### config.mk
export PLATFORM = sky130hd
export DESIGN_NAME = rf_wport_arbiter
export DESIGN_NICKNAME = d
export VERILOG_FILES = /design/src/rtl/rf_wport_arbiter_pkg.sv /design/src/rtl/rf_wbuf_fifo.sv /design/src/rtl/rf_wport_arbiter.sv
export SDC_FILE = /design/constraint.sdc
export NUM_CORES = 1
export LEC_CHECK = 0
export CAP_MARGIN = 10
export CORE_MARGIN = 10
export CORE_UTILIZATION = 50
export CTS_CLUSTER_DIAMETER = 80
export DETAILED_ROUTE_END_ITERATION = 8
export MAX_ROUTING_LAYER = met4
export PLACE_DENSITY = 0.78
export SLEW_MARGIN = 30
export SYNTH_ARGS = -nofsm -noshare
export SYNTH_HDL_FRONTEND = slang
export SYNTH_SLANG_ARGS = --single-unit
### constraint.sdc
create_clock -name clk -period 5.54 [get_ports clk]
set_input_delay 1.662 -clock clk [delete_from_list [all_inputs] [get_ports clk]]
set_output_delay 1.662 -clock clk [all_outputs]
set_load 0.02 [all_outputs]
### src/rtl/rf_wport_arbiter_pkg.sv
// Shared definitions for the register-file write-port arbiter slice.
// Latency: n/a (types, constants and helper functions only).
// Backpressure: n/a.
package rf_wport_arbiter_pkg;

   localparam int RF_ADDR_W = 5;
   localparam int RF_DATA_W = 32;

   // Position of the ID stall request within the pipeline stall bus.
   localparam int STALL_W      = 6;
   localparam int STALL_IDX_ID = 1;

   // Source that owns the regfile write port in the current cycle.
   typedef enum logic [1:0] {
      SEL_NONE = 2'd0,
      SEL_WB   = 2'd1,
      SEL_BUF  = 2'd2,
      SEL_BYP  = 2'd3
   } port_sel_e;

   // Width of the packed LU result bus {pc, waddr, wdata}.
   function automatic int lu_to_arb_wd(input int pc_w);
      return pc_w + RF_ADDR_W + RF_DATA_W;
   endfunction

   // Register match that ignores $0, which never carries a real dependency.
   function automatic logic addr_hit(input logic [RF_ADDR_W-1:0] id_addr,
                                     input logic [RF_ADDR_W-1:0] pend_addr);
      return (id_addr != '0) && (id_addr == pend_addr);
   endfunction

endpackage

### src/rtl/rf_wbuf_fifo.sv
// FIFO of LU results waiting for a free regfile write slot; exposes per-entry valid/waddr.
// Latency: push visible at head the cycle after the write; head_dat_o is a direct read.
// Backpressure: caller must not push when count_o==DEPTH nor pop when count_o==0.
//
// Ports:
//   clk_i, rst_ni       clock, asynchronous active-low reset
//   push_i, push_dat_i  write an entry {pc, waddr, wdata} at the tail
//   pop_i               retire the head entry
//   head_dat_o          oldest entry
//   count_o             number of occupied entries (0..DEPTH)
//   ent_vld_o           per-slot occupancy
//   ent_waddr_o         per-slot destination register
module rf_wbuf_fifo
   import rf_wport_arbiter_pkg::*;
#(
   parameter int DEPTH = 4,
   parameter int W     = 69
) (
   input  logic                                clk_i,
   input  logic                                rst_ni,
   input  logic                                push_i,
   input  logic [W-1:0]                        push_dat_i,
   input  logic                                pop_i,
   output logic [W-1:0]                        head_dat_o,
   output logic [$clog2(DEPTH):0]              count_o,
   output logic [DEPTH-1:0]                    ent_vld_o,
   output logic [DEPTH-1:0][RF_ADDR_W-1:0]     ent_waddr_o
);

   localparam int PW = $clog2(DEPTH);
   localparam int CW = PW + 1;

   logic [W-1:0]     mem_q [DEPTH];
   logic [PW-1:0]    head_q, head_d;
   logic [PW-1:0]    tail_q, tail_d;
   logic [CW-1:0]    count_q, count_d;
   logic [DEPTH-1:0] vld_q, vld_d;

   // Pointers are PW bits wide, so the +1 wraps modulo DEPTH for free.
   always_comb begin
      head_d  = head_q;
      tail_d  = tail_q;
      count_d = count_q;
      vld_d   = vld_q;
      if (push_i) begin
         tail_d        = tail_q + PW'(1);
         vld_d[tail_q] = 1'b1;
      end
      if (pop_i) begin
         head_d        = head_q + PW'(1);
         vld_d[head_q] = 1'b0;
      end
      case ({push_i, pop_i})
         2'b10:   count_d = count_q + CW'(1);
         2'b01:   count_d = count_q - CW'(1);
         default: count_d = count_q;
      endcase
   end

   always_ff @(posedge clk_i or negedge rst_ni) begin
      if (!rst_ni) begin
         head_q  <= '0;
         tail_q  <= '0;
         count_q <= '0;
         vld_q   <= '0;
      end else begin
         head_q  <= head_d;
         tail_q  <= tail_d;
         count_q <= count_d;
         vld_q   <= vld_d;
      end
   end

   // Payload needs no reset: vld_q gates every use of it.
   always_ff @(posedge clk_i) begin
      if (push_i) begin
         mem_q[tail_q] <= push_dat_i;
      end
   end

   assign head_dat_o = mem_q[head_q];
   assign count_o    = count_q;
   assign ent_vld_o  = vld_q;

   for (genvar i = 0; i < DEPTH; i++) begin : g_waddr
      assign ent_waddr_o[i] = mem_q[i][RF_DATA_W +: RF_ADDR_W];
   end

endmodule

### src/rtl/rf_wport_arbiter.sv
// Shares the regfile write port between WB (always wins) and a buffered long-latency unit.
// Latency: WB and LU bypass write in the same cycle; buffered LU results drain on free WB slots.
// Backpressure: lu_ready drops when the buffer is full (registered state only); ID stalls on pending LU writes.
//
// Ports:
//   clk, resetn                         clock, asynchronous active-low reset
//   wb_we/wb_waddr/wb_wdata/wb_pc       in-order writeback request
//   lu_valid/lu_ready/lu_waddr/...      long-latency unit result handshake
//   id_raddr1/id_raddr2/id_waddr/id_we  decode-stage register usage
//   stallreq_id                         decode must hold (pending LU write hazard)
//   rf_we/rf_waddr/rf_wdata             regfile write port
//   debug_wb_*                          trace of the write performed this cycle
module rf_wport_arbiter
   import rf_wport_arbiter_pkg::*;
#(
   parameter int DEPTH = 4,
   parameter int PC_W  = 32
) (
   input  logic                  clk,
   input  logic                  resetn,
   input  logic                  wb_we,
   input  logic [RF_ADDR_W-1:0]  wb_waddr,
   input  logic [RF_DATA_W-1:0]  wb_wdata,
   input  logic [PC_W-1:0]       wb_pc,
   input  logic                  lu_valid,
   output logic                  lu_ready,
   input  logic [RF_ADDR_W-1:0]  lu_waddr,
   input  logic [RF_DATA_W-1:0]  lu_wdata,
   input  logic [PC_W-1:0]       lu_pc,
   input  logic [RF_ADDR_W-1:0]  id_raddr1,
   input  logic [RF_ADDR_W-1:0]  id_raddr2,
   input  logic [RF_ADDR_W-1:0]  id_waddr,
   input  logic                  id_we,
   output logic                  stallreq_id,
   output logic                  rf_we,
   output logic [RF_ADDR_W-1:0]  rf_waddr,
   output logic [RF_DATA_W-1:0]  rf_wdata,
   output logic [PC_W-1:0]       debug_wb_pc,
   output logic [3:0]            debug_wb_rf_wen,
   output logic [RF_ADDR_W-1:0]  debug_wb_rf_wnum,
   output logic [RF_DATA_W-1:0]  debug_wb_rf_wdata
);

   localparam int ENT_W = lu_to_arb_wd(PC_W);
   localparam int CW    = $clog2(DEPTH) + 1;

   port_sel_e                       sel;
   logic                            wb_hit;
   logic                            lu_zero;
   logic                            bypass;
   logic                            push;
   logic                            pop;
   logic [ENT_W-1:0]                lu_bus;
   logic [ENT_W-1:0]                head_dat;
   logic [CW-1:0]                   count;
   logic [DEPTH-1:0]                ent_vld;
   logic [DEPTH-1:0][RF_ADDR_W-1:0] ent_waddr;
   logic [RF_ADDR_W-1:0]            id_wa;
   logic                            hazard;

   assign lu_bus  = {lu_pc, lu_waddr, lu_wdata};
   assign wb_hit  = wb_we && (wb_waddr != '0);
   assign lu_zero = (lu_waddr == '0);

   // Port priority: real WB write, then oldest buffered LU result, then LU bypass.
   // Bypass is only legal with an empty buffer so LU writes retire in order.
   always_comb begin
      sel = SEL_NONE;
      if (!resetn) begin
         sel = SEL_NONE;
      end else if (wb_hit) begin
         sel = SEL_WB;
      end else if (count != '0) begin
         sel = SEL_BUF;
      end else if (lu_valid && !lu_zero) begin
         sel = SEL_BYP;
      end
   end

   // Ready is from registered occupancy only: a pop this cycle frees space next cycle.
   assign lu_ready = resetn && (count != CW'(DEPTH));
   assign bypass   = (sel == SEL_BYP);
   assign pop      = (sel == SEL_BUF);
   // $0 results complete the handshake but are dropped here.
   assign push     = lu_valid && lu_ready && !bypass && !lu_zero;

   rf_wbuf_fifo #(
      .DEPTH (DEPTH),
      .W     (ENT_W)
   ) u_wbuf (
      .clk_i       (clk),
      .rst_ni      (resetn),
      .push_i      (push),
      .push_dat_i  (lu_bus),
      .pop_i       (pop),
      .head_dat_o  (head_dat),
      .count_o     (count),
      .ent_vld_o   (ent_vld),
      .ent_waddr_o (ent_waddr)
   );

   always_comb begin
      rf_we       = 1'b0;
      rf_waddr    = '0;
      rf_wdata    = '0;
      debug_wb_pc = '0;
      case (sel)
         SEL_WB: begin
            rf_we       = 1'b1;
            rf_waddr    = wb_waddr;
            rf_wdata    = wb_wdata;
            debug_wb_pc = wb_pc;
         end
         SEL_BUF: begin
            rf_we       = 1'b1;
            rf_waddr    = head_dat[RF_DATA_W +: RF_ADDR_W];
            rf_wdata    = head_dat[RF_DATA_W-1:0];
            debug_wb_pc = head_dat[ENT_W-1 -: PC_W];
         end
         SEL_BYP: begin
            rf_we       = 1'b1;
            rf_waddr    = lu_waddr;
            rf_wdata    = lu_wdata;
            debug_wb_pc = lu_pc;
         end
         default: ;
      endcase
   end

   assign debug_wb_rf_wen   = {4{rf_we}};
   assign debug_wb_rf_wnum  = rf_waddr;
   assign debug_wb_rf_wdata = rf_wdata;

   // The entry popped this cycle still counts: decode reads the regfile
   // combinationally, so the value is only safe from the next cycle on.
   // A waiting LU result that is not bypassed is also pending.
   always_comb begin
      id_wa  = id_we ? id_waddr : '0;
      hazard = 1'b0;
      for (int i = 0; i < DEPTH; i++) begin
         if (ent_vld[i]) begin
            hazard = hazard
                   | addr_hit(id_raddr1, ent_waddr[i])
                   | addr_hit(id_raddr2, ent_waddr[i])
                   | addr_hit(id_wa,     ent_waddr[i]);
         end
      end
      if (lu_valid && !bypass) begin
         hazard = hazard
                | addr_hit(id_raddr1, lu_waddr)
                | addr_hit(id_raddr2, lu_waddr)
                | addr_hit(id_wa,     lu_waddr);
      end
   end

   assign stallreq_id = resetn && hazard;

endmodule
# Yosys cells after proc, flatten, opt, wreduce, memory -nomap -nowiden
# Memory sizes are Yosys's and may differ from the RTL's.
# Cells that the tools add are included.
dict set report classes {
  div_mod_pow 0
  bitwise 17
  reduce_logical 35
  order_cmp 4
  mul 0
  n_mux 23
  n_shift 0
  eq_ne 21
  add_sub_neg 4
}
# operator count
set op_table {}
lappend op_table {{one-hot mux 32 bit (3 select lines)} 2}
lappend op_table {{equality test 5 bit} 15}
lappend op_table {{logical AND 1 bit} 25}
lappend op_table {{nonzero test 5 bit} 4}
lappend op_table {{one-hot mux 5 bit (3 select lines)} 1}
lappend op_table {{bitwise OR 1 bit} 14}
lappend op_table {{2-to-1 mux 1 bit} 10}
lappend op_table {{2-to-1 mux 2 bit} 4}
lappend op_table {{2-to-1 mux 4 bit} 2}
lappend op_table {{equality test 2 bit (second input constant)} 3}
lappend op_table {{less-than comparator 2 x 3 -> 1 bit (second input constant)} 2}
lappend op_table {{one-hot mux 3 bit (2 select lines)} 1}
lappend op_table {{logical NOT 5 bit} 1}
lappend op_table {{2-to-1 mux 5 bit} 1}
lappend op_table {{adder 2 x 1 -> 2 bit (second input constant)} 2}
lappend op_table {{AND 4 bit} 1}
lappend op_table {{demux 1 bit (select 2 bit)} 2}
lappend op_table {{equality test 2 x 1 -> 1 bit (second input constant)} 2}
lappend op_table {{greater-or-equal comparator 2 x 1 -> 1 bit (second input constant)} 2}
lappend op_table {{NOT 4 bit} 1}
lappend op_table {{bitwise OR 4 bit} 1}
lappend op_table {{adder 3 x 1 -> 3 bit (second input constant)} 1}
lappend op_table {{inequality test 3 bit (second input constant)} 1}
lappend op_table {{nonzero test 3 bit} 1}
lappend op_table {{other kinds (4)} 5}
dict set report totals {
  ram_bits 276
  register_bits 11
  mem_count 1
  inputBits 158
  wordCells 109
  mem_bits_ro 0
  latchBits 0
}
# name words width rd rd_ports_with_merged_regs write_ports line_no
set memory_table {}
lappend memory_table {u_wbuf.mem_q 4 69 5 0 1 rf_wbuf_fifo.sv:33} ;# logic [W-1:0] mem_q [DEPTH];

# Depth between registers and ports, before layout
# Gate-level depths: netlist of the first run.
dict set report depth {
  word_depth 22
  mapped_depth 12
  depth_no_buf 11
}

# Modules after synthesis
# A second synthesis of the first run with hierarchy kept.
dict set report hier_totals {
  cells_unflattened 822
  area_unflattened_um2 13455.4
}
# module n_inst cells_per_inst area_per_inst_um2
set modules_own_cells {}
lappend modules_own_cells {rf_wbuf_fifo 1 427 10752.8}
lappend modules_own_cells {rf_wport_arbiter 1 395 2702.6}

# Least setup slack after synthesis of the first run
# Ideal clock, no wire load.
dict set report synth_timing {
  kind {input port to output port}
  startpoint {input port wb_waddr[2]}
  endpoint {output port rf_waddr[2]}
  required_time_ns 3.878
  path_buffers 4
  path_stages 9
  t_arrival_ns 3.560
  setup_slack_ns 0.318
  path_cell_list {or4_1 -> o21ai_2 -> and3_1 -> buf_2 -> buf_2 -> clkbuf_1 -> a22oi_1 -> nand2_1 -> buf_4}
}
dict set report synth_between {
  elab_chain_cells 6
  elab_cells_between_ends 8
}
# item line_no
set synth_lines {}
lappend synth_lines {{from (decl)} rf_wport_arbiter.sv:22} ;# input logic [RF_ADDR_W-1:0] wb_waddr,
lappend synth_lines {{nonzero test 5 bit} rf_wport_arbiter.sv:62} ;# assign wb_hit = wb_we && (wb_waddr != '0);
lappend synth_lines {{logical AND 1 bit} rf_wport_arbiter.sv:62}
lappend synth_lines {{2-to-1 mux 2 bit} rf_wport_arbiter.sv:71} ;# end else if (wb_hit) begin
lappend synth_lines {{2-to-1 mux 2 bit} rf_wport_arbiter.sv:69} ;# if (!resetn) begin
lappend synth_lines {{equality test 2 bit or equality test 2 x 1 -> 1 bit (tied branches)} rf_wport_arbiter.sv:107} ;# case (sel)
lappend synth_lines {{one-hot mux 5 bit (3 select lines) (*)} rf_wport_arbiter.sv:107}
lappend synth_lines {{to (decl)} rf_wport_arbiter.sv:36} ;# output logic [RF_ADDR_W-1:0] rf_waddr,
# Every way passes the cells marked *; elsewhere a longest branch is shown, timed or not.

# Worst setup path after layout of the first run
dict set report layout_timing {
  startpoint {input port id_raddr1[1]}
  endpoint {output port stallreq_id}
}
dict set report layout_between {
  elab_chain_cells 22
  elab_cells_between_ends 31
}
# item line_no
set layout_lines {}
lappend layout_lines {{from (decl)} rf_wport_arbiter.sv:30} ;# input logic [RF_ADDR_W-1:0] id_raddr1,
lappend layout_lines {{equality test 5 bit or nonzero test 5 bit (tied branches)} rf_wport_arbiter_pkg.sv:29} ;# return (id_addr != '0) && (id_addr == pend_addr);
lappend layout_lines {{logical AND 1 bit} rf_wport_arbiter_pkg.sv:29}
lappend layout_lines {{bitwise OR 1 bit} rf_wport_arbiter.sv:144} ;# | addr_hit(id_raddr2, ent_waddr[i])
lappend layout_lines {{bitwise OR 1 bit} rf_wport_arbiter.sv:145} ;# | addr_hit(id_wa, ent_waddr[i]);
lappend layout_lines {{2-to-1 mux 1 bit} rf_wport_arbiter.sv:141} ;# if (ent_vld[i]) begin
lappend layout_lines {{bitwise OR 1 bit} rf_wport_arbiter.sv:143} ;# | addr_hit(id_raddr1, ent_waddr[i])
lappend layout_lines {{bitwise OR 1 bit} rf_wport_arbiter.sv:144}
lappend layout_lines {{bitwise OR 1 bit} rf_wport_arbiter.sv:145}
lappend layout_lines {{[6 not listed]} -}
lappend layout_lines {{bitwise OR 1 bit} rf_wport_arbiter.sv:144}
lappend layout_lines {{bitwise OR 1 bit} rf_wport_arbiter.sv:145}
lappend layout_lines {{2-to-1 mux 1 bit} rf_wport_arbiter.sv:141}
lappend layout_lines {{bitwise OR 1 bit} rf_wport_arbiter.sv:150} ;# | addr_hit(id_raddr1, lu_waddr)
lappend layout_lines {{bitwise OR 1 bit} rf_wport_arbiter.sv:151} ;# | addr_hit(id_raddr2, lu_waddr)
lappend layout_lines {{bitwise OR 1 bit} rf_wport_arbiter.sv:152} ;# | addr_hit(id_wa, lu_waddr);
lappend layout_lines {{2-to-1 mux 1 bit (*)} rf_wport_arbiter.sv:148} ;# if (lu_valid && !bypass) begin
lappend layout_lines {{logical AND 1 bit (*)} rf_wport_arbiter.sv:156} ;# assign stallreq_id = resetn && hazard;
lappend layout_lines {{to (decl)} rf_wport_arbiter.sv:34} ;# output logic stallreq_id,
# Marks and branches as above.

==> run_results.csv, run 1 <==
group,metric,value,unit
critical_path,ff2ff_path_depth,12,
global_routing,grt_overflow,0,
yosys,syn_avg_cell_area,15.2,um2
critical_path,critPathRequiredTime,3.88,ns
detailed_routing,drc_errors,0,
critical_path,critical-path-top-delay-family,"simple AND/OR/NAND/NOR gates",
yosys,syn_inst,870,
critical_path,cp_slowest_cell,"or4_1",
pwr,leakage,6.27,nW
detailed_routing,totalWireLength,34800,um
clock_tree,clk_pin_slew_worst_paths,0.06,ns
clock_tree,cts.sinks,287,
global_routing,grt_max_degree,71,
min_path,hold_path_end,"u_wbuf.count_o[2]",
critical_path,cp_num_buf_inv,3,
critical_path,crit_chain,"clkdlybuf4s50_1 > or4_1 > nor2_2 > nor4_1 > o21ai_0 > buf_4 > and4_1 > a31oi_1 > buf_4",
sta,hold_violations,0,
yosys,ys_seq_elements,287,
min_path,worstHoldStart,"u_wbuf.count_o[2]",
sta,fin_crit_sh,99.0,%
sta,final.setup.worst_slack,0.0538,ns
sta,finalSetupViolations,0,
layout,syn2layout_area_growth,29.9,%
sta,timing.slew.headroom,53.0,%
detailed_routing,wl_per_cell,23.1,um
floorplanning,die_area,33300,um2
place,gp_congestion,0.931,
detailed_routing,via_per_inst,5.64,
floorplanning,rows,59,
detailed_routing,drt-initial-drc-count,747,
detailed_routing,vias,8503,
clock_tree,cts_root_buffer,"clkbuf_16",
critical_path,cpPeakStageDelay,0.56,ns
floorplanning,core-area,26100,um2
yosys,synthArstFlopShare,3.83,%
pwr,peakVddDrop,0.286,mV
pwr,power.total,6.73,mW
place,io_buffers,270,
floorplanning,die_h,183,um
critical_path,r2r_start,"u_wbuf.count_o[0]",
yosys,synth_area,13200,um2
floorplanning,die_w,183,um
clock_tree,clk_latency,0.53,ns
critical_path,crit_fanout,3,
sta,slew_violations,0,
min_path,holdCritPathClass,"flop to flop",
global_routing,grt_pass1_vias,9067,
min_path,holdPathStages,1,
layout,drive_above_1_share,27.7,%
clock_tree,h-tree-depth,1,
run,max_cap_violations,0,
yosys,syn_nets,1038,
critical_path,cpMostUsedCell,"buf_4",
global_routing,track_usage,20.8,%
clock_tree,cts_tree,"yes",
sta,fmax,182,MHz
run_status,status,"finished clean",
sta,skew,0.0197,ns
critical_path,arrival,3.82,ns
place,dp_slack,-0.549,ns
layout,nNetsFinal,1318,
pwr,pwr_density_cell,392,nW/um2
critical_path,end_kind,"output port",
clock_tree,cts_buffers,27,
global_routing,grt_pass1_wl,53600,um
global_routing,antenna_found_initial,1,
place,dp_hpwl,23700,um
clock_tree,cts.path.max_buffers,3,
critical_path,rrSetupSlack,2.59,ns
yosys,ys_seq_area_share,64.8,%
yosys,synthFlopType,"edfxtp_1",
yosys,synth_cell_types,44,
detailed_routing,drt-pass1-iter-count,5,
floorplanning,ios,271,
critical_path,timing.rr.end,"u_wbuf.count_o[2]",
sta,tightest_slew,0.705,ns
yosys,yosysWarnings,0,
critical_path,crit_type,"primary input to output port",
critical_path,startpoint_type,"primary input",
yosys,synth_edf_count,276,
detailed_routing,antenna_left,0,
floorplanning,start_util,50.7,%
sta,final.min_clock_period,5.49,ns
metrics by stage:
stage / utilization [%] / instances / hold slack, ns / instance area (um2) / setup TNS [ns]
floorplan: - / 870 / 0.456 / 13200 / 0
global placement: 63.4 / 1444 / 0.469 / 16500 / -46.33
detailed placement: 63.4 / 1444 / 0.493 / 16500 / -47.52
CTS: 65.4 / 1504 / 0.507 / 17100 / -0.156
global route: 65.9 / 1507 / 0.531 / 17200 / -0.0264
finish: 65.9 / 1507 / 0.507 / 17200 / 0
layout make-up:
class                   count  area, um2
diodes                      1       2.50
clock buffers              30        687
clock inverters            20        153
fillers                  1904       8890
inverters                  10       37.5
multi-input cells         470       4140
flip-flops and latches    287       8570
well taps                 335        419
repair buffers            354       3160
where the power goes:
| part | leakage [nW] | switching [mW] | internal [mW] | total, mW |
|---|---|---|---|---|
| logic | 3.22 | 1.12 | 1.03 | 2.15 |
| clock network | 0.412 | 0.755 | 0.987 | 1.74 |
| registers | 2.63 | 0.192 | 2.65 | 2.84 |
| total | 6.27 | 2.06 | 4.66 | 6.73 |
worst register-to-register path: stages (launching register included):
cell	delay (ns)
dfrtp_1	0.41
or3_1	0.44
nor4b_4	0.42
buf_6	0.24
buf_4	0.16
nor3_4	0.08
inv_1	0.08
ha_1	0.18
inv_1	0.06
fa_1	0.37
xor2_1	0.15
nor2_1	0.11
xor2_1	0.17
cell families (layout without fill, tap and decap cells):
family / after synthesis / count (layout) / synth area share, %
other: 0 / 1 / 0
XOR/XNOR: 70 / 70 / 4.64
AND/OR/NAND/NOR: 212 / 212 / 7.15
flip-flops: 287 / 287 / 64.8
buffers and inverters: 113 / 414 / 4.48
AO/OA/AOI/OAI: 108 / 108 / 6.12
multiplexers: 70 / 70 / 11.8
adder cells (fa/ha/maj): 10 / 10 / 1.00
state kept, by name, summed over array words and instances, names as in the netlist:
| signal | flops |
|---|---|
| u_wbuf.head_q | 2 |
| u_wbuf.tail_q | 2 |
| u_wbuf.count_o | 3 |
| u_wbuf.mem_q | 276 |
| u_wbuf.ent_vld_o | 4 |
timing repair:
action                                  CTS  global route
gates resized for setup                 452            23
setup buffers                             8             1
gates cloned                              2             1
pin swaps                                 1             5
hold buffers                              0             0
endpoints found under the setup margin  107           107
cells in the mapped netlist, types with 9 or more instances:
cell | n | area share [%]
nand2_1 | 151 | 4.3
mux4_2 | 69 | 12
dfrtp_1 | 11 | 2.1
ha_1 | 9 | 0.85
nor4_1 | 11 | 0.52
o21ai_0 | 10 | 0.38
buf_4 | 43 | 2.4
xnor2_1 | 37 | 2.5
a22oi_1 | 72 | 4.1
inv_1 | 10 | 0.28
nand3_1 | 14 | 0.53
xor2_1 | 33 | 2.2
nor2_1 | 12 | 0.34
clkbuf_1 | 48 | 1.4
edfxtp_1 | 276 | 63
layer usage:
layer	share of wire [%]	GRT usage, %	vias to the layer above	wire length [um]
met4	1.7	4.49	0	604
met3	6.1	3.28	52	2130
met1	43	27.6	4273	14800
met2	50	33.5	317	17200
li1	-	-	3861	-
met5	0	-	-	0
worst max path at each step:
| stage | depth (start not counted) | end | start | slack (ns) |
|---|---|---|---|---|
| 2_1_floorplan | 9 | rf_waddr[2] | wb_waddr[2] | 0.32 |
| 4_1_cts | 10 | debug_wb_rf_wdata[20] | wb_waddr[2] | -0.03 |
| 5_1_grt | 9 | stallreq_id | lu_waddr[4] | -0.03 |
| 3_3_place_gp | 9 | debug_wb_rf_wdata[5] | wb_waddr[3] | -0.48 |
| 3_5_place_dp | 9 | debug_wb_rf_wdata[5] | wb_waddr[3] | -0.55 |
| 6_report | 9 | stallreq_id | id_raddr1[1] | 0.05 |
cells in the final DEF (no fill, tap or decap), types with 5 or more instances in the layout:
master           instances
o22ai_1                  5
clkdlybuf4s50_1        153
edfxtp_1               276
nor4_1                  10
clkdlybuf4s15_2          8
nand3_1                 14
xor2_1                  33
clkbuf_16               28
a22oi_1                 72
dlygate4sd2_1            6
buf_2                   78
dfrtp_1                  9
xnor2_1                 37
nand3b_1                 5
clkinv_1                 9
mux4_2                  69
nand2_1                149
nor2_1                  10
a21oi_1                  5
buf_6                    9
buf_4                   80
buf_12                  13
o21ai_0                 10
ha_1                     9
inv_1                   10
clkinv_2                 5
No activity file was read; power rests on OpenSTA's default activity.
==> run 2: changes to the inputs <==
SYNTH_HIERARCHICAL = 1   (was unset)
==> run 2 against run 1 <==
  * Wire length down 1.2%
  * Count of clock-buffer cells in the layout up 11
  * Critical path depth unchanged
  * Die area up 1.6%
  * Worst hold slack better by 0.023 ns
  * Maximum frequency down 0.17%
  * Synthesized area up 1.8%
  * Sequential share of layout area up 0.16 points
  * Global-route usage down 0.33 points
  * Via count down 1.8%
  * Flip-flop and latch count unchanged
  * Utilization down 0.76 points
  * Critical path type unchanged
==> run_results.csv, run 2 <==
group,metric,value,unit
critical_path,crit_type,"primary input to output port",
detailed_routing,totalWireLength,34400,um
sta,tightest_slew,0.758,ns
detailed_routing,drt-pass1-iter-count,8,
sta,fin_crit_sh,99.2,%
clock_tree,cts.sinks,287,
layout,syn2layout_area_growth,27.2,%
yosys,ys_seq_area_share,63.6,%
global_routing,track_usage,20.5,%
global_routing,grt_pass1_wl,52400,um
pwr,leakage,6.35,nW
place,dp_slack,-0.531,ns
detailed_routing,drc_errors,0,
sta,finalSetupViolations,0,
global_routing,grt_pass1_vias,8884,
yosys,post-synth-top-count-cell,"edfxtp_1",
sta,final.setup.worst_slack,0.0446,ns
pwr,power_frac_seq,41.8,%
detailed_routing,via_per_inst,5.81,
critical_path,crit_start,"wb_waddr[4]",
critical_path,crit_chain,"dlygate4sd2_1 > or4_4 > o21ai_4 > buf_6 > nor2_4 > buf_12 > a222oi_1 > inv_1 > clkdlybuf4s15_1",
floorplanning,die_h,184,um
detailed_routing,wl_per_cell,23.9,um
yosys,netlist.area_leader.share,61.6,%
min_path,worstHoldStart,"u_wbuf/count_o[2]",
yosys,synthFlopType,"edfxtp_1",
detailed_routing,vias,8346,
critical_path,critPathRequiredTime,3.88,ns
layout,largest_register_ffs,276,
floorplanning,die_w,184,um
global_routing,grt_max_degree,65,
layout,final_cell_area,17100,um2
detailed_routing,antenna_left,0,
critical_path,startpoint_type,"primary input",
sta,timing.slew.headroom,49.5,%
yosys,synth_edf_count,276,
pwr,pwr_density_cell,404,nW/um2
clock_tree,cts_root_buffer,"clkbuf_16",
layout,fill_cells,1902,
yosys,yosysWarnings,6,
yosys,synth_area,13500,um2
layout,mostFrequentLayoutCells,"276 x edfxtp_1, 154 x clkdlybuf4s50_1, 74 x inv_1, 69 x a222oi_1, 68 x mux4_2",
critical_path,rrSetupSlack,2.67,ns
clock_tree,cts_tree,"yes",
pwr,peakVddDrop,0.482,mV
yosys,syn_nets,990,
clock_tree,hold_buffers,0,
pwr,p_int,4.84,mW
floorplanning,rows,59,
critical_path,arrival,3.83,ns
clock_tree,cts_buffers,28,
sta,skew,0.0127,ns
critical_path,cpPeakStageDelay,0.55,ns
floorplanning,core-area,26300,um2
floorplanning,die_area,33900,um2
pwr,switching_share,30.0,%
pwr,clkPwrFrac,27.8,%
layout,fin_util,65.1,%
critical_path,end_kind,"output port",
run,max_cap_violations,0,
place,dpl_cell_area,16400,um2
clock_tree,h-tree-depth,1,
sta,hold_violations,0,
sta,slew_violations,0,
clock_tree,cts.path.max_buffers,3,
sta,final.min_clock_period,5.50,ns
floorplanning,ios,271,
yosys,ys_seq_elements,287,
run_status,status,"finished clean",
yosys,synth_area_leader_cell,"edfxtp_1",
critical_path,r2r_start,"u_wbuf/count_o[1]",
yosys,netlist_top_cells_count,"276 x edfxtp_1, 74 x inv_1, 69 x a222oi_1",
pwr,switching_power,2.08,mW
global_routing,grt_overflow,0,
place,io_buffers,270,
pwr,p_comb_share,30.4,%
clock_tree,clk_pin_slew_worst_paths,0.07,ns
layout,final_common_cell,"edfxtp_1",
layout,nNetsFinal,1245,
detailed_routing,drt-initial-drc-count,842,
clock_tree,clk_latency,0.54,ns
min_path,holdCritPathClass,"flop to flop",
place,dp_hpwl,23400,um
critical_path,cp_slowest_cell,"or4_4",
layout,drive_above_1_share,27.7,%
yosys,synthArstFlopShare,3.83,%
yosys,synth_cell_types,52,
sta,fmax,182,MHz
global_routing,antenna_found_initial,2,
yosys,syn_inst,822,
layout,regMostFlops,"u_wbuf/mem_q",
floorplanning,start_util,51.2,%
critical_path,crit_fanout,16,
place,gp_congestion,0.927,
yosys,synth_area_leaders,"edfxtp_1 62%, mux4_2 11%, a222oi_1 5.1%",
yosys,syn_avg_cell_area,16.4,um2
-- run 2: area by class of cell --
class / instances / area [um2] / share of cell area, %
tap: 335 / 419 / 2.45
sequential: 287 / 8570 / 50.1
inverter: 74 / 278 / 1.62
antenna: 2 / 5.00 / 0.0293
multi-input combinational: 338 / 3780 / 22.1
timing repair buffer: 348 / 3110 / 18.2
clock inverter: 11 / 146 / 0.856
clock buffer: 41 / 801 / 4.68
-- run 2: worst max-delay path: cells and delay by family --
family,cells,cell delay [ns]
compound gates,2,0.53
simple gates,2,0.65
buf+inv,5,0.98
-- run 2: kinds of logic (layout without fill, tap and decap cells) --
group,after synthesis,after routing,synth area share (%)
flip-flops,287,287,63.6
multiplexers,70,70,11.7
buffers and inverters,197,474,8.64
XOR/XNOR,70,70,4.56
other,0,2,0
AO/OA/AOI/OAI,108,108,7.28
AND/OR/NAND/NOR,80,80,3.24
adder cells (fa/ha/maj),10,10,0.986
-- run 2: what timing repair did --
action / CTS / global route
endpoints found under the setup margin: 112 / 101
resized for setup: 270 / 108
gates cloned: 2 / 0
buffers inserted: 3 / 1
pin swaps: 5 / 10
-- run 2: power groups by stage --
stage	clock, mW	combinational [mW]	sequential (mW)
CTS	1.97	2.19	2.90
global route	2.04	2.26	2.93
global placement	0	2.25	2.93
finish	1.92	2.10	2.89
detailed placement	0	2.26	2.94
floorplan	0	1.68	2.76
-- run 2: final timing paths --
check / to / cells after the start
max: rf_wdata[12] / 9
min: u_wbuf/count_o[2] / 1
max reg2reg: u_wbuf/count_o[1] / 10
min reg2reg: u_wbuf/count_o[2] / 1
max in group asynchronous: u_wbuf/head_q[1] / 2
min in group asynchronous: u_wbuf/count_o[1] / 2
-- run 2: layer usage --
metal	vias up	track usage, %	share of wire (%)
met5	-	-	0
met1	4205	26.3	40
met2	364	33.0	50
met3	54	3.87	7.6
met4	0	5.15	2.0
li1	3723	-	-
-- run 2: stage by stage --
| step | setup TNS [ns] | hold WS (ns) | total power [mW] | instances |
|---|---|---|---|---|
| floorplan | 0 | 0.476 | 4.44 | 822 |
| global placement | -45.39 | 0.497 | 5.17 | 1376 |
| detailed placement | -51.35 | 0.513 | 5.20 | 1376 |
| CTS | 0 | 0.524 | 7.06 | 1433 |
| global route | -0.000387 | 0.555 | 7.22 | 1436 |
| finish | 0 | 0.530 | 6.91 | 1436 |
==> run 3: changes to the inputs <==
CORE_MARGIN = 1   (was 10)
CORE_UTILIZATION = 52   (was 50)
PLACE_DENSITY = 0.81   (was 0.78)
==> run 3 against run 2 <==
  * The flow now finishes with violations (DRC)
  * Maximum frequency is 0.13% lower
  * Clock power increased by 7%
  * Cell area rose by 2.2%
  * Power up 2.6%
  * First-iteration DRC count up 8.8%
  * Register-to-register slack improved by 0.07 ns
  * Critical path type unchanged
  * Largest cell class unchanged
==> run_results.csv, run 3 (synthesized netlist as in run 2, its figures left out) <==
group,metric,value,unit
run,max_cap_violations,0,
clock_tree,cts.sinks,287,
global_routing,grt_pass1_wl,49500,um
clock_tree,clk_pin_slew_worst_paths,0.06,ns
critical_path,cpMostUsedCell,"buf_6",
pwr,power.total,7.09,mW
sta,final.setup.worst_slack,0.0376,ns
min_path,holdCritPathClass,"flop to flop",
floorplanning,ios,271,
sta,timing.slew.headroom,65.2,%
critical_path,cp_slowest_cell,"or4_4",
min_path,worstHoldStart,"u_wbuf/count_o[2]",
detailed_routing,drc_errors,12,
layout,fin_util,69.2,%
sta,final.min_clock_period,5.50,ns
detailed_routing,wl_per_cell,23.0,um
sta,slew_violations,0,
layout,largest_register_ffs,276,
sta,final.setup.tns,0,ns
critical_path,critPathRequiredTime,3.88,ns
place,dp_hpwl,21900,um
sta,holdWs,0.519,ns
floorplanning,start_util,53.3,%
pwr,leakage,6.45,nW
run_status,status,"finished, violations left",
detailed_routing,vias,8409,
place,dp_slack,-0.524,ns
clock_tree,h-tree-depth,1,
clock_tree,cts.path.max_buffers,3,
place,dpl_cell_area,16500,um2
layout,post_layout_nonfiller_instances,1438,
floorplanning,core-area,25300,um2
layout,mostFrequentLayoutCells,"276 x edfxtp_1, 154 x clkdlybuf4s50_1, 74 x inv_1, 69 x a222oi_1, 68 x mux4_2",
detailed_routing,totalWireLength,33000,um
sta,fin_crit_sh,99.3,%
critical_path,crit_fanout,5,
floorplanning,die_h,163,um
global_routing,antenna_found_initial,1,
detailed_routing,drt-initial-drc-count,916,
min_path,holdPathStages,1,
critical_path,ff2ff_path_depth,10,
clock_tree,clk_latency,0.53,ns
clock_tree,hold_buffers,0,
global_routing,track_usage,25.8,%
clock_tree,cts_root_buffer,"clkbuf_16",
pwr,pwr_density_cell,406,nW/um2
critical_path,cpPeakStageDelay,0.54,ns
critical_path,r2r_start,"u_wbuf/count_o[1]",
critical_path,timing.rr.end,"u_wbuf/count_o[1]",
layout,final_cell_area,17500,um2
place,dp.cells,1374,
floorplanning,die_w,163,um
clock_tree,cts_buffers,28,
layout,regMostFlops,"u_wbuf/mem_q",
sta,finalSetupViolations,0,
critical_path,crit_start,"wb_waddr[4]",
critical_path,startpoint_type,"primary input",
critical_path,crit_type,"primary input to output port",
critical_path,rrSetupSlack,2.74,ns
sta,skew,0.0117,ns
sta,fmax,182,MHz
detailed_routing,drt-pass1-iter-count,9,
critical_path,arrival,3.84,ns
global_routing,grt_overflow,0,
sta,hold_violations,0,
sta,tightest_slew,0.522,ns
floorplanning,rows,58,
critical_path,end_kind,"output port",
place,io_buffers,270,
clock_tree,cts_tree,"yes",
detailed_routing,via_per_inst,5.85,
critical_path,crit_chain,"dlygate4sd2_1 > or4_4 > o21ai_4 > buf_6 > nor2_4 > buf_6 > buf_4 > a222oi_1 > inv_1 > buf_6",
layout,nNetsFinal,1252,
min_path,hold_path_end,"u_wbuf/count_o[2]",
run_status,violations,"DRC",
pwr,peakVddDrop,0.301,mV
detailed_routing,antenna_left,0,
global_routing,grt_pass1_vias,8587,
floorplanning,die_area,26500,um2
sta,rsz0062_at_grt,"no",
layout,drive_above_1_share,27.8,%
layout,final_common_cell,"edfxtp_1",
global_routing,grt_max_degree,47,
layout,syn2layout_area_growth,29.9,%
place,gp_congestion,0.958,
[run 3: critical path, delay by kind of cell]
kind | cells | cell delay, ns
and+or+nand+nor | 2 | 0.61
buffers and inverters | 6 | 0.97
AOI/OAI and AO/OA | 2 | 0.59
[run 3: how the worst max path moves through the flow]
| stage | slack, ns | depth (start not counted) | to |
|---|---|---|---|
| CTS | 0.01 | 10 | debug_wb_rf_wdata[6] |
| finish | 0.04 | 10 | debug_wb_rf_wdata[6] |
| global route | 0.0005 | 10 | rf_wdata[25] |
| floorplan | 0.22 | 8 | u_wbuf/mem_q[0][0] |
| global placement | -0.44 | 9 | debug_wb_pc[2] |
| detailed placement | -0.52 | 9 | debug_wb_pc[21] |
[run 3: routing by layer]
| metal | global-route usage (%) | vias up | share of wire, % |
|---|---|---|---|
| li1 | - | 3734 | - |
| met1 | 33.3 | 4221 | 39 |
| met2 | 43.3 | 406 | 52 |
| met3 | 3.11 | 48 | 7.2 |
| met4 | 6.92 | 0 | 2.1 |
| met5 | - | - | 0 |
[run 3: report_power, final]
group | switching (mW) | leakage (nW) | internal, mW
Clock | 0.784 | 0.499 | 1.28
Combinational | 1.09 | 3.32 | 1.08
Sequential | 0.211 | 2.63 | 2.65
[run 3: repair_timing]
| item | CTS | global route |
|---|---|---|
| endpoints found under the setup margin | 112 | 87 |
| pin swaps | 8 | 8 |
| gates cloned | 1 | 0 |
| setup buffers | 9 | 0 |
| gates resized for setup | 309 | 55 |
[run 3: final cells by class]
cell class,count,area (um2)
Sequential cell,287,8570
Tap cell,330,413
Multi-Input combinational cell,338,3790
Inverter,74,278
Clock buffer,31,733
Antenna cell,2,5.00
Fill cell,1682,7770
Clock inverter,21,285
Timing Repair Buffer,355,3410
